## src/rtl/systolic_ctrl.sv

```systemverilog
// Sequencer for a ROWS x COLS weight-stationary systolic array: weight preload, skewed ifmap feed, psum-valid flags.
// state  | meaning
// IDLE   | waiting for start, all strobes low
// LOAD_W | shifting weights down the columns, bottom row first
// FEED   | streaming skewed ifmap vectors with Run high
// DONE   | one-cycle completion pulse
module systolic_ctrl #(
  parameter int ROWS  = 4,
  parameter int COLS  = 4,
  parameter int LEN_W = 8,
  localparam int RW   = (ROWS > 1) ? $clog2(ROWS) : 1,
  localparam int TW   = LEN_W + 1
) (
  input  logic             iClk,
  input  logic             iRest_n,
  input  logic             start,
  input  logic             abort,
  input  logic [LEN_W-1:0] cfg_len,
  input  logic             cfg_keep_w,
  output logic             enable_w,
  output logic             w_rd_en,
  output logic [RW-1:0]    w_row,
  output logic             Run,
  output logic [TW-1:0]    t_cnt,
  output logic [ROWS-1:0]  row_valid,
  output logic [COLS-1:0]  col_valid,
  output logic             busy,
  output logic             done
);

  localparam logic [1:0] S_IDLE   = 2'd0;
  localparam logic [1:0] S_LOAD_W = 2'd1;
  localparam logic [1:0] S_FEED   = 2'd2;
  localparam logic [1:0] S_DONE   = 2'd3;

  logic [1:0]       state_q, state_d;
  logic [RW-1:0]    w_row_d;
  logic [TW-1:0]    t_d, t_last;
  logic [LEN_W-1:0] n_q, n_d;
  logic [ROWS-1:0]  row_valid_d;
  logic [COLS-1:0]  col_valid_d;

  always_comb begin
    state_d = state_q;
    w_row_d = '0;
    t_d     = '0;
    n_d     = n_q;
    t_last  = {1'b0, n_q} + TW'(ROWS + COLS - 2);
    case (state_q)
      S_IDLE: begin
        if (start) begin
          n_d = cfg_len;
          if (cfg_len == '0) begin
            state_d = S_DONE;
          end else if (cfg_keep_w) begin
            state_d = S_FEED;
          end else begin
            state_d = S_LOAD_W;
            w_row_d = RW'(ROWS - 1);
          end
        end
      end
      S_LOAD_W: begin
        if (w_row == '0) state_d = S_FEED;
        else             w_row_d = w_row - RW'(1);
      end
      S_FEED: begin
        if (t_cnt == t_last) state_d = S_DONE;
        else                 t_d = t_cnt + TW'(1);
      end
      default: state_d = S_IDLE;
    endcase
    if (abort) begin
      state_d = S_IDLE;
      w_row_d = '0;
      t_d     = '0;
      n_d     = n_q;
    end
    // Row r carries vector t-r; column c emits vector t-ROWS-c, both valid for N vectors.
    for (int r = 0; r < ROWS; r++) begin
      row_valid_d[r] = (state_d == S_FEED) && (t_d >= TW'(r)) &&
                       ({1'b0, t_d} < ({2'b00, n_d} + (TW+1)'(r)));
    end
    for (int c = 0; c < COLS; c++) begin
      col_valid_d[c] = (state_d == S_FEED) && (t_d >= TW'(ROWS + c)) &&
                       ({1'b0, t_d} < ({2'b00, n_d} + (TW+1)'(ROWS + c)));
    end
  end

  always_ff @(posedge iClk) begin
    if (!iRest_n) begin
      state_q   <= S_IDLE;
      n_q       <= '0;
      enable_w  <= 1'b0;
      w_rd_en   <= 1'b0;
      w_row     <= '0;
      Run       <= 1'b0;
      t_cnt     <= '0;
      row_valid <= '0;
      col_valid <= '0;
      busy      <= 1'b0;
      done      <= 1'b0;
    end else begin
      state_q   <= state_d;
      n_q       <= n_d;
      enable_w  <= (state_d == S_LOAD_W);
      w_rd_en   <= (state_d == S_LOAD_W);
      w_row     <= w_row_d;
      Run       <= (state_d == S_FEED);
      t_cnt     <= t_d;
      row_valid <= row_valid_d;
      col_valid <= col_valid_d;
      busy      <= (state_d != S_IDLE);
      done      <= (state_d == S_DONE);
    end
  end

endmodule

```

## config.mk

```make
export PLATFORM = sky130hd
export DESIGN_NAME = systolic_ctrl
export DESIGN_NICKNAME = d
export VERILOG_FILES = /design/src/rtl/systolic_ctrl.sv
export SDC_FILE = /design/constraint.sdc
export NUM_CORES = 1
export LEC_CHECK = 0
export BUFFER_PORTS_ARGS = -buffer_cell sky130_fd_sc_hd__buf_2
export CORE_MARGIN = 2
export CORE_UTILIZATION = 40
export CTS_BUF_LIST = sky130_fd_sc_hd__clkbuf_4 sky130_fd_sc_hd__clkbuf_8
export DETAILED_ROUTE_END_ITERATION = 6
export GPL_ROUTABILITY_DRIVEN = 0
export PLACE_DENSITY = 0.54
export SLEW_MARGIN = 20
export SYNTH_ARGS = -nofsm -noshare
export SYNTH_HDL_FRONTEND = slang
export SYNTH_SLANG_ARGS = --single-unit
```

## constraint.sdc

```tcl
create_clock -name iClk -period 4.3 [get_ports iClk]
set_input_delay 0.215 -clock iClk [delete_from_list [all_inputs] [get_ports iClk]]
set_output_delay 0.215 -clock iClk [all_outputs]
set_load 0.02 [all_outputs]
```

==> run metrics <==
result of the run complete, no violations; final total negative setup slack 0 ps; Clock H-tree levels 2; buffers from clock root to sink, at most 2; post-CTS setup-driven buffer insertion count 0; highest-count cells in the layout ignoring fill and taps ha_1, nor2_1, buf_2; count of mapped cells out of synthesis about 440; total grt overflow 0; count of distinct cell types in the synthesized netlist 53; Final Cycle Share 0.909; worst-margin pin slew around 900 ps; average cell area after synthesis 8.05 µm²; hold violation total from the final report 0; maximum net fanout on the critical path 9; count of warnings emitted by yosys 0; power per cell area around 200 nW/µm²; ratio of cells with drive above 1 in the final layout 0.130; total number of vias 3,272; latest clock arrival within the worst-skew pair 280 ps; required time at the endpoint of the critical path ~4500 ps; final wirelength ~10,000 µm; Die Span Y about 99 µm; antenna violations before repair 0; DP HPWL 8300 µm; total power 800 µW; fraction of synthesis flops using an asynchronous set or reset pin 0; Max Transition Viols Final 0; area share of and/or/nand/nor cells after synthesis 0.243; via count of the first global-routing pass ~3.3k; commonest non-fill, non-tap cell in the layout ha_1; max_slew headroom 0.388; nets@finish between 500 and 600; Detail Route Antenna Nets 0; number of detailed-route iterations in the first pass 4; number of max-capacitance violations reported 0; ports placed on the boundary 37; Highest Clock Rate between 0.2 and 0.3 GHz; Clk pin slew, worst setup/hold paths 70 ps; number of design-rule violations left by the first detailed-router iteration between 200 and 250; static leakage approximately 0.0018 µW; first-pass GRT wire length approximately 17,000 µm; count of flip-flops with a built-in enable after synthesis 0; Die Outline Area 9700 µm²; Mapped Area about 3600 µm²; combinational family with the most area after synthesis simple AND/OR/NAND/NOR gates; Starting Density 0.412; XOR/XNOR share of the synthesized area 0.135; floorplan core area a little under 9000 µm²; Remaining DRCs 0; Compound-Gate Fraction of Synth Area 0.143; routed length per instance about 18 µm; RSZ-0062 raised after global routing no; maximum number of pins on one net before global-route repair 14; total CTS buffers 5; number of rows in the core area 34; worst hold-check slack around 240 ps; CTS sink count 33; Worst IR Drop VDD around 0.15 mV; Filler Cell Count slightly below 900; Finish-stage setup viols 0; number of synthesized register bits 33; category of the critical setup timing path flip-flop to flip-flop; area overhead of the layout relative to synthesis 12.2%; register area share after synthesis 0.185; Global Route Usage Sum 0.219; signal arrival time at the worst endpoint 4060 ps; Synth Flop Type dfxtp_1; Port Buf Inserts 36; clock tree from TritonCTS built; antenna fix cells 0; via density per instance about 5.5; adder-cell area share of the yosys netlist 0.235; kind of capture point of the worst setup path flip-flop; cell at the root of the clock tree clkbuf_8; worst min-delay path class input pin to flip-flop; die extent in x roughly 100 µm; number of gates given a new drive strength after cts 0; net count of the mapped netlist approximately 520; worst clock skew ~7.6 ps; post-layout minimum cycle time 3910 ps; crit start category flip-flop; fraction of synthesized area in multiplexers 0.0210; hold_buf cts 0
## synth_stat cells, types with 3 or more instances
| cell | count | area share |
|---|---|---|
| nor2b_1 | 16 | 0.028 |
| or3_1 | 3 | 0.0053 |
| a21o_1 | 11 | 0.023 |
| nor2_1 | 51 | 0.054 |
| xnor2_1 | 33 | 0.081 |
| clkbuf_1 | 9 | 0.0095 |
| inv_1 | 15 | 0.016 |
| nor4_1 | 6 | 0.011 |
| nor3_1 | 9 | 0.013 |
| nand2_1 | 27 | 0.028 |
| buf_2 | 5 | 0.0070 |
| ha_1 | 64 | 0.22 |
| o21ai_0 | 17 | 0.024 |
| and3_1 | 3 | 0.0053 |
| o211ai_1 | 3 | 0.0063 |
| nand2b_1 | 6 | 0.011 |
| dfxtp_1 | 33 | 0.18 |
| nand3_1 | 14 | 0.020 |
| a211oi_1 | 7 | 0.015 |
| maj3_1 | 4 | 0.011 |
| o21a_1 | 4 | 0.0084 |
| a21oi_1 | 22 | 0.031 |
| nand4_1 | 10 | 0.018 |
| xor2_1 | 22 | 0.054 |
| nor3b_1 | 3 | 0.0063 |
| and2_1 | 6 | 0.011 |
| mux2i_1 | 5 | 0.014 |
## cell families (layout without fill, tap and decap cells)
group                      count (synthesis)  count (layout)
AOI/OAI and AO/OA                         80              80
buffers and inverters                     33              73
xor gates and xnor gates                  55              55
DFF                                       33              33
and+or+nand+nor                          168             168
muxes                                      7               7
adders and majority gates                 68              68
## routing by layer
layer | GRT usage | up-vias | wire [µm]
li1 | - | 1647 | -
met1 | 0.314 | 1506 | 5120
met2 | 0.348 | 95 | 4600
met3 | 0.0348 | 24 | 491
met4 | 0.0453 | 0 | 230
met5 | 0 | - | 0
## registers in the layout, indices dropped and copies added, names as in the netlist
| register | cells |
|---|---|
| w_row | 2 |
| Run | 1 |
| row_valid | 4 |
| state_q | 2 |
| w_rd_en | 1 |
| busy | 1 |
| n_q | 8 |
| t_cnt | 9 |
| col_valid | 4 |
| done | 1 |
## area by class of cell
class                           count  area [µm²]  area share
Multi-Input combinational cell    378        2780       0.693
Sequential cell                    33         661       0.165
Timing Repair Buffer               50         285      0.0712
Tap cell                          108         135      0.0337
Clock buffer                        7        90.1      0.0225
Inverter                           16        60.1      0.0150
## worst paths after layout
check        slack (ps)  cells after the start      endpoint  startpoint
min reg2reg         530                      2      w_row[0]    w_row[1]
max                 390                     11  row_valid[2]  state_q[0]
max reg2reg         390                     11  row_valid[2]  state_q[0]
min                 240                      3        n_q[6]  cfg_len[6]
## report_power, final
| group | internal, µW | switching, µW | total [µW] | leakage [µW] |
|---|---|---|---|---|
| registers | 313 | 7.85 | 320 | 0.000267 |
| logic | 94.1 | 139 | 233 | 0.00148 |
| clock network | 133 | 113 | 246 | 0.0000477 |
## per-stage QoR
step | instances | util | area [µm²] | setup WS, ps
2_1_floorplan | 444 | - | 3570 | 435
3_3_place_gp | 585 | 0.452 | 3920 | 500
3_5_place_dp | 585 | 0.452 | 3920 | 423
4_1_cts | 592 | 0.462 | 4010 | 410
5_1_grt | 592 | 0.462 | 4010 | 169
6_report | 592 | 0.462 | 4010 | 392
## worst max-delay path, stage by stage (launching register included)
cell	delay [ps]
dfxtp_1	370
or3b_1	520
nor2_8	230
mux2i_1	250
or2_1	370
nor3_1	590
nand3_1	160
ha_1	320
and4_1	240
nand3_1	140
a2111oi_0	480
nor4_1	110
Note: power is estimated with default switching activity, not from simulation.
